## src/rtl/tdm_demux4.sv

```systemverilog
// tdm_demux4: rebuilds four parallel channels from a TDM word stream (slot 0..3, SOF-flagged).
// Optional completed-frame counter output enabled by defining TDM_DEMUX_FRAME_CNT_EN.
module tdm_demux4 #(
    parameter int unsigned WIDTH = 8
) (
    input  logic                 clk,
    input  logic                 rst,
    input  logic                 in_valid,
    input  logic [WIDTH-1:0]     in_data,
    input  logic                 in_sof,
    output logic [4*WIDTH-1:0]   out_data,
    output logic                 out_valid,
    output logic                 locked,
`ifdef TDM_DEMUX_FRAME_CNT_EN
    output logic [15:0]          frame_cnt,
`endif
    output logic                 frame_err
);

    localparam int unsigned OUT_W = 4 * WIDTH;

    typedef enum logic {
        HUNT = 1'b0,
        LOCK = 1'b1
    } state_t;

    state_t             state, state_n;
    logic [1:0]         slot, slot_n;
    logic [WIDTH-1:0]   shadow0, shadow0_n;
    logic [WIDTH-1:0]   shadow1, shadow1_n;
    logic [WIDTH-1:0]   shadow2, shadow2_n;
    logic [OUT_W-1:0]   out_data_n;
    logic               out_valid_n;
    logic               frame_err_n;
`ifdef TDM_DEMUX_FRAME_CNT_EN
    logic [15:0]        frame_cnt_n;
`endif

    // State, shadow and output registers
    always_ff @(posedge clk) begin
        if (rst) begin
            state     <= HUNT;
            slot      <= 2'd0;
            shadow0   <= '0;
            shadow1   <= '0;
            shadow2   <= '0;
            out_data  <= '0;
            out_valid <= 1'b0;
            locked    <= 1'b0;
            frame_err <= 1'b0;
`ifdef TDM_DEMUX_FRAME_CNT_EN
            frame_cnt <= 16'd0;
`endif
        end else begin
            state     <= state_n;
            slot      <= slot_n;
            shadow0   <= shadow0_n;
            shadow1   <= shadow1_n;
            shadow2   <= shadow2_n;
            out_data  <= out_data_n;
            out_valid <= out_valid_n;
            locked    <= (state_n == LOCK);
            frame_err <= frame_err_n;
`ifdef TDM_DEMUX_FRAME_CNT_EN
            frame_cnt <= frame_cnt_n;
`endif
        end
    end

    // Next-state and framing decisions; idle cycles leave everything untouched
    always_comb begin
        state_n     = state;
        slot_n      = slot;
        shadow0_n   = shadow0;
        shadow1_n   = shadow1;
        shadow2_n   = shadow2;
        out_data_n  = out_data;
        out_valid_n = 1'b0;
        frame_err_n = 1'b0;
`ifdef TDM_DEMUX_FRAME_CNT_EN
        frame_cnt_n = frame_cnt;
`endif
        if (in_valid) begin
            case (state)
                HUNT: begin
                    if (in_sof) begin
                        shadow0_n = in_data;
                        slot_n    = 2'd1;
                        state_n   = LOCK;
                    end
                end
                LOCK: begin
                    if (in_sof) begin
                        // An SOF anywhere but slot 0 aborts the partial frame and restarts it
                        frame_err_n = (slot != 2'd0);
                        shadow0_n   = in_data;
                        slot_n      = 2'd1;
                    end else begin
                        case (slot)
                            2'd0: begin
                                frame_err_n = 1'b1;
                                state_n     = HUNT;
                                slot_n      = 2'd0;
                            end
                            2'd1: begin
                                shadow1_n = in_data;
                                slot_n    = 2'd2;
                            end
                            2'd2: begin
                                shadow2_n = in_data;
                                slot_n    = 2'd3;
                            end
                            default: begin
                                out_data_n  = OUT_W'({in_data, shadow2, shadow1, shadow0});
                                out_valid_n = 1'b1;
                                slot_n      = 2'd0;
`ifdef TDM_DEMUX_FRAME_CNT_EN
                                frame_cnt_n = frame_cnt + 16'd1;
`endif
                            end
                        endcase
                    end
                end
                default: begin
                    state_n = HUNT;
                    slot_n  = 2'd0;
                end
            endcase
        end
    end

endmodule

```

## config.mk

```make
export PLATFORM = sky130hd
export DESIGN_NAME = tdm_demux4
export DESIGN_NICKNAME = d
export VERILOG_FILES = /design/src/rtl/tdm_demux4.sv
export SDC_FILE = /design/constraint.sdc
export NUM_CORES = 1
export LEC_CHECK = 0
export BUFFER_PORTS_ARGS = -buffer_cell sky130_fd_sc_hd__buf_4
export CAP_MARGIN = 15
export CORE_UTILIZATION = 40
export CTS_CLUSTER_DIAMETER = 30
export DETAILED_ROUTE_END_ITERATION = 16
export GPL_TIMING_DRIVEN = 0
export PLACE_DENSITY_LB_ADDON = 0.15
export SKIP_LAST_GASP = 1
export SLEW_MARGIN = 20
export SYNTH_ARGS = -nofsm -noshare
export SYNTH_HDL_FRONTEND = slang
export SYNTH_SLANG_ARGS = --single-unit
```

## constraint.sdc

```tcl
create_clock -name clk -period 2.2 [get_ports clk]
set_input_delay 0.22 -clock clk [delete_from_list [all_inputs] [get_ports clk]]
set_output_delay 0.22 -clock clk [all_outputs]
set_load 0.05 [all_outputs]
```

==> reports/metrics.cfg, run 1 <==
[setup_path]
rrSetupSlack_ns = 0.86
end_kind = flip-flop
critPathMaxFanout = 10
criticalPathCategory = flip-flop to flip-flop
r2r_cells = 5
startpoint_type = flip-flop
crit_arrival_ns = 1.60
worstReg2RegEnd = out_data[26]
r2r_start = slot[1]
crit_required_ns = 2.45

[cts]
cts_tree = built
clock_path_buffers = 2
clock_latency_ns = 0.33
cts_resized = 0
clk_pin_slew_ns = 0.06
clock-root-buffer = clkbuf_8
h-tree-depth = 3
clock_sinks = 61
cts_buffers = 9
cts_hold_buf = 0
cts_setup_buffers = 0

[sta]
max_freq_mhz = 744
min_period_over_period = 0.611
slew_headroom = 0.705
finalHoldViolCount = 0
fin_worst_skew_ns = 0.00772
tightest_slew_ns = 0.442
finalCriticalPeriod_ns = 1.34
finalMaxSlewViolations = 0
rsz0062_at_grt = false
setup_tns_ns = 0
setup_violations = 0

[floorplanning]
ios = 47
initial_core_util = 0.422
fp.dieH_microns = 82
die-area_sq_mm = 0.00672
core_area_sq_mm = 0.00606
rows = 28
die_width_microns = 82

[cells_and_area]
stdcell_area_sq_mm = 0.00316
final_cell_count_no_fill = 374
post-route-util = 0.522
multi_input_area_sq_mm = 0.00122
n_antenna_cell = 0
syn_to_final_growth_pct = 23.6
seq_area_sq_mm = 0.00122
fillers = 583
drive_gt1_frac = 0.261
layout.nets = 313

[placed_design]
dp_cells = 360
placed_area_sq_mm = 0.00298
dp_hpwl_microns = 3840
numPortBuffers = 44
place_congestion = 0.839

[synthesis]
ys_ff_latch = 61
syn-cell-area_sq_mm = 0.00256
yosys_warnings = 0
synthAdderAreaFrac = 0.0244
yosysTopAreaCell = dfxtp_1
synth_top_family_by_area = simple AND/OR/NAND/NOR gates
async_flop_share = 0
synth_xor_area_frac = 0
yosysSeqAreaShare = 0.477
yosysUniqueCellTypes = 21
synthesis.nets = 258
yosys-top-cells-area = dfxtp_1 (48%), mux2i_1 (19%), nand2b_1 (16%)
yosys.area_share.simple = 0.203
synth-edff-count = 0
synth_ff_type = dfxtp_1
synth.area.mux_share = 0.188
synth_top_area_share = 0.477
synth_compound_area_frac = 0.0611
syn_inst = 241
avgSynthCellArea_sq_um = 10.6

[route]
ant_nets = 0
wl_per_cell_microns = 14.2
viasPerCell = 4.87
drt_first_pass_iters = 4
wirelength_microns = 5300
drtIter0Drc = 37
drc = 0
num_vias = 1822

[grt]
grt_pass1_vias = 1658
grt_pass1_wl_microns = 8340
track_usage = 0.174
antenna_found_initial = 0
gr-total-overflow = 0
grt_max_degree = 11

[min_path]
whs_endpoint = shadow0[6]
min_from = in_data[6]
hold_class = primary input to flip-flop
worstHoldPathCells = 3

[pwr]
p_total_mw = 2.20
vdd_drop_max_mv = 0.404
leakage_nw = 1.43
power_density_mw_per_mm2 = 695

[flow_run]
maxCapViolations = 0

[outcome]
status = complete, no violations

[cell families after synthesis]
logic type,Yosys count
multiplexers,48
AND/OR/NAND/NOR,82
AO/OA/AOI/OAI,21
flip-flops,61
buffers and inverters,24
adder cells (fa/ha/maj),5
[worst max path at each step]
stage / start / to / slack (ns)
final: slot[1] / out_data[26] / 0.86
after global routing: slot[0] / shadow2[5] / 0.78
after CTS: slot[1] / out_data[26] / 0.83
after detailed placement: slot[1] / out_data[26] / 0.85
after global placement: slot[1] / out_data[7] / 0.89
after floorplan: state / shadow1[3] / 0.73
[Yosys cell counts (3+ instances only)]
cell type and count:
clkbuf_1 6, ha_1 5, mux2i_1 48, buf_2 12, a21oi_1 9, nand2b_1 64, dfxtp_1 61, nand4b_1 3
nand3_1 8, inv_1 4, a21bo_2 8
[cell type report]
cell class	count	area share
Clock inverter	2	0.0111
Clock buffer	12	0.0459
Sequential cell	61	0.386
Timing Repair Buffer	44	0.104
Tap cell	75	0.0297
Multi-Input combinational cell	156	0.385
Buffer	20	0.0332
Inverter	4	0.00474
[power breakdown]
part           total, mW  switching (mW)  leakage [nW]  internal, mW
logic              0.130          0.0712         0.847        0.0592
clock network      0.949           0.408        0.0923         0.541
registers           1.12         0.00508         0.493          1.12
total               2.20           0.484          1.43          1.72
[critical path, cell delays in order (launching register included)]
cell	delay, ns
dfxtp_1	0.39
ha_1	0.19
and4b_1	0.20
buf_6	0.12
buf_6	0.17
mux2i_1	0.20
[placed cells by master (no fill, tap or decap)]
cell type  count
nand3_1        8
a21oi_1        9
buf_4         44
bufinv_16      1
inv_1          4
nor2_1         1
and4b_1        2
o21ai_0        1
ha_1           5
clkbuf_1       8
buf_2         12
a211oi_1       1
a311oi_1       1
clkinv_2       1
a32o_1         1
buf_6          2
nor3_1         1
mux2i_1       48
nand2b_1      64
nand2_1        1
clkbuf_8      10
nor4bb_1       2
a21bo_2        8
nand4b_1       3
dfxtp_1       61
[sequential cells by signal (all words and copies together) (netlist names)]
signal / flops
frame_err: 1
out_data: 32
out_valid: 1
shadow0: 8
shadow1: 8
shadow2: 8
slot: 2
state: 1
[metal layers]
| layer | GRT usage | share of wire | vias up |
|---|---|---|---|
| li1 | - | - | 932 |
| met1 | 0.233 | 0.51 | 846 |
| met2 | 0.257 | 0.43 | 36 |
| met3 | 0.0489 | 0.041 | 8 |
| met4 | 0.0842 | 0.015 | 0 |
| met5 | 0 | 0 | - |
[per-stage QoR]
stage                     hold WS, ns  worst slack (ns)
after floorplan                 0.367             0.734
after global placement          0.457             0.889
after detailed placement        0.465             0.848
after CTS                       0.155             0.833
after global routing            0.154             0.779
final                           0.166             0.856
Power figures use the tool's default switching activity.
==> run 2, diff against run 1 <==
==> constraint.sdc (replaced) <==
create_clock -name clk -period 1.4 [get_ports clk]
set_input_delay 0.14 -clock clk [delete_from_list [all_inputs] [get_ports clk]]
set_output_delay 0.14 -clock clk [all_outputs]
set_load 0.05 [all_outputs]
==> run 2 against run 1 <==
Against the previous run: count of clock-buffer cells in the layout grew 2; core utilization grew 0.29 points; critical path depth is the same.
==> reports/metrics.cfg, run 2 (same netlist as run 1, synthesis figures left out) <==
[grt]
gr-total-overflow = 0  ; unchanged
grt_max_degree = 11  ; unchanged
antenna_found_initial = 0  ; unchanged
grt_pass1_wl_microns = 8530  ; +2.3%
track_usage = 0.179  ; +0.00422
grt_pass1_vias = 1737  ; +4.8%

[route]
drc = 0  ; unchanged
wirelength_microns = 5420  ; +2.2%
ant_nets = 0  ; unchanged
wl_per_cell_microns = 14.4  ; +1.9%
num_vias = 1794  ; -1.5%
drtIter0Drc = 48  ; +30%
drt_first_pass_iters = 4  ; unchanged
viasPerCell = 4.78  ; -1.8%

[setup_path]
startpoint_type = flip-flop
r2r_cells = 5  ; unchanged
criticalPathCategory = flip-flop to flip-flop
r2r_start = slot[0]
rrSetupSlack_ns = 0.11  ; -0.75 ns
worstReg2RegEnd = out_data[22]
end_kind = flip-flop
critPathMaxFanout = 10  ; unchanged
crit_arrival_ns = 1.56  ; -0.04 ns
crit_required_ns = 1.66  ; -0.79 ns

[cts]
h-tree-depth = 3  ; unchanged
clock-root-buffer = clkbuf_8
clock_latency_ns = 0.33  ; about the same
cts_tree = built
clock_sinks = 61  ; unchanged
clock_path_buffers = 2  ; unchanged
clk_pin_slew_ns = 0.07  ; about the same
cts_hold_buf = 0  ; unchanged
cts_buffers = 9  ; unchanged

[cells_and_area]
multi_input_area_sq_mm = 0.00122  ; unchanged
fillers = 610  ; +4.6%
largest_reg_flops = 32  ; unchanged
largest-register = out_data
seq_area_sq_mm = 0.00122  ; +0.20%
post-route-util = 0.525  ; +0.00289
n_antenna_cell = 0  ; unchanged
drive_gt1_frac = 0.267  ; +0.00580
final_cell_count_no_fill = 375  ; +0.27%
layout_commonest_cell = nand2b_1
syn_to_final_growth_pct = 24.3
layout.nets = 313  ; unchanged
final_cell_mix = nand2b_1 (64), dfxtp_1 (59), mux2i_1 (48), buf_4 (44)

[pwr]
leakage_nw = 1.44  ; +0.51%
vdd_drop_max_mv = 0.628  ; +56%
power_density_mw_per_mm2 = 1110  ; +59%

[min_path]
worstHoldPathCells = 3  ; unchanged
min_from = in_data[6]
whs_endpoint = shadow0[6]
hold_class = primary input to flip-flop

[sta]
tightest_slew_ns = 0.448  ; +0.00584 ns
slew_headroom = 0.702  ; -0.00390
fin_ws_ns = 0.105  ; -0.751 ns
finalHoldViolCount = 0  ; unchanged
max_freq_mhz = 772  ; +3.8%
fin_worst_skew_ns = 0.00445  ; -0.00327 ns
min_period_over_period = 0.925  ; +0.314
rsz0062_at_grt = false
setup_tns_ns = 0  ; unchanged
setup_violations = 0  ; unchanged
finalMaxSlewViolations = 0  ; unchanged
finalCriticalPeriod_ns = 1.29  ; -0.0490 ns

[placed_design]
dp_hpwl_microns = 3860  ; +0.51%
numPortBuffers = 44  ; unchanged
place_congestion = 0.796  ; -5.1%
dp_cells = 360  ; unchanged
place_ws_ns = 0.0744  ; -0.774 ns

[floorplanning]
core_area_sq_mm = 0.00606  ; unchanged
die_width_microns = 82  ; unchanged
rows = 28  ; unchanged
initial_core_util = 0.422  ; unchanged
ios = 47  ; unchanged
fp.dieH_microns = 82  ; unchanged
die-area_sq_mm = 0.00672  ; unchanged

[flow_run]
maxCapViolations = 0  ; unchanged

[outcome]
status = complete, no violations

[run 2: timing repair]
item / in CTS / in global routing
resized for setup: 0 / 2
buffers inserted: 0 / 0
endpoints found under the hold margin: 0 / 0
setup endpoints to repair: 0 / 6
[run 2: through the flow]
step           hold slack, ns  power, mW  instance area (sq um)
5_1_grt                0.0831       3.66                   3180
6_report               0.0776       3.52                   3180
2_1_floorplan           0.287       1.93                   2560
4_1_cts                0.0670       3.56                   3180
3_3_place_gp            0.426       2.01                   2990
3_5_place_dp            0.426       2.01                   2990
[run 2: routing by layer]
layer | vias up | GRT usage | part of all wire
met1 | 825 | 0.239 | 0.50
met5 | - | 0 | 0
li1 | 920 | - | -
met2 | 38 | 0.260 | 0.43
met4 | 0 | 0.100 | 0.022
met3 | 11 | 0.0433 | 0.046
[run 2: worst max-delay path, cell delays in order (launching register included)]
cell     delay (ns)
dfxtp_1        0.35
ha_1           0.17
and4b_1        0.21
buf_6          0.13
buf_6          0.16
mux2i_1        0.19
[run 2: cell type report]
| class | count | area share |
|---|---|---|
| Tap cell | 75 | 0.0295 |
| Sequential cell | 61 | 0.385 |
| Inverter | 4 | 0.00472 |
| Timing Repair Buffer | 44 | 0.104 |
| Buffer | 20 | 0.0338 |
| Multi-Input combinational cell | 156 | 0.383 |
| Clock inverter | 1 | 0.00944 |
| Clock buffer | 14 | 0.0511 |
[run 2: worst max-delay path by stage]
stage	start	end
final	slot[0]	out_data[22]
after global routing	slot[0]	out_data[22]
after CTS	slot[1]	out_data[22]
after detailed placement	slot[1]	out_data[6]
after global placement	slot[1]	out_data[6]
after floorplan	state	shadow1[3]
[run 2: power by group]
group          total [mW]  switching, mW  internal [mW]
Sequential           1.76        0.00859           1.75
Clock                1.55          0.641          0.913
Combinational       0.207          0.114         0.0939
==> run 3, diff against run 2 <==
--- a/config.mk
+++ b/config.mk
@@ -5,11 +5,11 @@
 export SDC_FILE = /design/constraint.sdc
 export NUM_CORES = 1
 export LEC_CHECK = 0
-export BUFFER_PORTS_ARGS = -buffer_cell sky130_fd_sc_hd__buf_4
 export CAP_MARGIN = 15
 export CORE_UTILIZATION = 40
 export CTS_CLUSTER_DIAMETER = 30
 export DETAILED_ROUTE_END_ITERATION = 16
+export DONT_BUFFER_PORTS = 1
 export GPL_TIMING_DRIVEN = 0
 export PLACE_DENSITY_LB_ADDON = 0.15
 export SKIP_LAST_GASP = 1
==> run 3 against run 2 <==
Against the previous run: first-iteration DRC count increased by 48%; wire length increased by 1.7%; clock power increased by 27%; global-route usage increased by 0.46 points; sequential share of layout area increased by 2.3 points; hold slack got worse by 0.024 ns; count of clock-buffer cells in the layout decreased by 3; die area unchanged; clock skew increased by 0.0049 ns; critical path depth decreased by 1; register-to-register slack got worse by 0.03 ns; largest power group is now the clock network.
==> reports/metrics.cfg, run 3 (same netlist as run 1, synthesis figures left out) <==
[placed_design]
place_ws_ns = -0.0446  ; -0.119 ns
place_congestion = 0.752  ; -5.6%
numPortBuffers = 0  ; -100%
placed_area_sq_mm = 0.00266  ; -11%
dp_hpwl_microns = 3760  ; -2.6%

[outcome]
status = complete, no violations

[cts]
cts_tree = built
clock-root-buffer = clkbuf_8
clock_sinks = 61  ; unchanged
clock_path_buffers = 2  ; unchanged
clk_pin_slew_ns = 0.07  ; about the same
cts_buffers = 9  ; unchanged
h-tree-depth = 3  ; unchanged
cts_setup_buffers = 0  ; unchanged
clock_latency_ns = 0.34  ; about the same

[setup_path]
path_buf_inv = 2  ; unchanged
crit_arrival_ns = 1.60  ; +0.04 ns
path_cells = clkbuf_4 -> nand4b_1 -> buf_2 -> mux2i_1
worst_path_max_delay_cell = dfxtp_4
end_kind = flip-flop
crit_family = buffers and inverters
startpoint_type = flip-flop
critPathMaxFanout = 10  ; unchanged
crit_path_max_incr_delay_ns = 0.41  ; +0.06 ns
criticalPathCategory = flip-flop to flip-flop
crit_required_ns = 1.67  ; about the same

[grt]
grt_pass1_wl_microns = 8610  ; +0.97%
grt_max_degree = 12  ; +1
grt_pass1_vias = 1703  ; -2.0%
antenna_found_initial = 0  ; unchanged
track_usage = 0.183  ; +0.00457
top_usage_layer = met2
gr-total-overflow = 0  ; unchanged
met3_usage = 0.0867  ; +0.0433
met2_usage = 0.287  ; +0.0264
grtUsageMet1 = 0.219  ; -0.0209

[sta]
rsz0062_at_grt = true
max_freq_mhz = 753  ; -2.5%
min_period_over_period = 0.949  ; +0.0240
fin_worst_skew_ns = 0.00940  ; +0.00495 ns
tightest_slew_ns = 0.548  ; +0.101 ns
finalHoldViolCount = 0  ; unchanged
setup_violations = 0  ; unchanged
fin_hold_ws_ns = 0.0539  ; -0.0237 ns
finalMaxSlewViolations = 0  ; unchanged
fin_ws_ns = 0.0718  ; -0.0336 ns
slew_headroom = 0.634  ; -0.0676
finalCriticalPeriod_ns = 1.33  ; +0.0336 ns

[min_path]
hold_class = primary input to flip-flop

[route]
drtIter0Drc = 71  ; +48%
ant_nets = 0  ; unchanged
drc = 0  ; unchanged
wl_per_cell_microns = 16.2  ; +12%
num_vias = 1689  ; -5.9%
viasPerCell = 4.97  ; +3.8%
wirelength_microns = 5510  ; +1.7%
drt_first_pass_iters = 4  ; unchanged

[floorplanning]
rows = 28  ; unchanged
die_width_microns = 82  ; unchanged
core_area_sq_mm = 0.00606  ; unchanged
die-area_sq_mm = 0.00672  ; unchanged
ios = 47  ; unchanged
fp.dieH_microns = 82  ; unchanged
initial_core_util = 0.422  ; unchanged

[cells_and_area]
final_cell_mix = nand2b_1 (64), dfxtp_1 (59), mux2i_1 (48), clkbuf_8 (11), a21oi_1 (9)
largest-register = out_data
layout_commonest_cell = nand2b_1
largest_reg_flops = 32  ; unchanged
layout.nets = 277  ; -12%
stdcell_area_sq_mm = 0.00301  ; -5.5%
drive_gt1_frac = 0.151  ; -0.116
n_antenna_cell = 0  ; unchanged
syn_to_final_growth_pct = 17.4

[pwr]
p_total_mw = 3.93  ; +12%
vdd_drop_max_mv = 0.710  ; +13%
leakage_nw = 1.27  ; -12%
power_density_mw_per_mm2 = 1310  ; +18%

[flow_run]
maxCapViolations = 0  ; unchanged

## run 3: cell count changes in the layout (fill, tap and decap cells not counted), moves of 2 or more
| cell | previous run | this run |
|---|---|---|
| buf_4 | 44 | 0 |
| clkbuf_4 | 1 | 4 |
| buf_2 | 11 | 8 |
| bufinv_16 | 1 | 3 |
| dlygate4sd3_1 | 0 | 8 |
| clkbuf_1 | 9 | 6 |
## run 3: per-stage QoR
stage | std cells | setup TNS [ns] | utilization
after global routing | 340 | -0.00226 | 0.496
final | 340 | 0 | 0.496
after floorplan | 241 | 0 | -
after global placement | 316 | -0.0420 | 0.438
after CTS | 340 | 0 | 0.494
after detailed placement | 316 | -0.0898 | 0.438
## run 3: power by group
group	leakage [nW]	internal, mW	switching (mW)
Combinational	0.650	0.0903	0.0990
Clock	0.126	1.28	0.690
Sequential	0.494	1.75	0.0183
Total	1.27	3.12	0.807
## run 3: cell type report
class	count	area, sq um
fill	567	3050
sequential	61	1230
multi-input combinational	156	1220
clock buffer	11	151
buffer	20	115
clock inverter	5	106
tap	75	93.8
timing repair buffer	8	80.1
inverter	4	15.0
## run 3: routing by layer
metal / wire length [microns] / vias up
li1: - / 848
met1: 2570 / 798
met2: 2530 / 36
met3: 344 / 7
met4: 63 / 0
met5: 0 / -
## run 3: worst paths after layout
path         startpoint            to  slack [ns]  cells past startpoint
max               state  out_data[21]        0.07                      4
min          in_data[7]    shadow2[7]        0.05                      2
max reg2reg       state  out_data[21]        0.07                      4
min reg2reg  shadow0[2]   out_data[2]        0.46                      2
## run 3: repair_timing
item                       4_1_cts  5_1_grt
hold buffers                     8        0
setup endpoints to repair       23       20
hold endpoints to repair         8        0
resized for setup                1        5
## run 3: worst reg2reg max path: cells and delay by family, from the launching register on
family	cells	cell delay (ns)
buffers and inverters	2	0.51
AND/OR/NAND/NOR	1	0.12
multiplexers	1	0.22
flip-flops	1	0.41
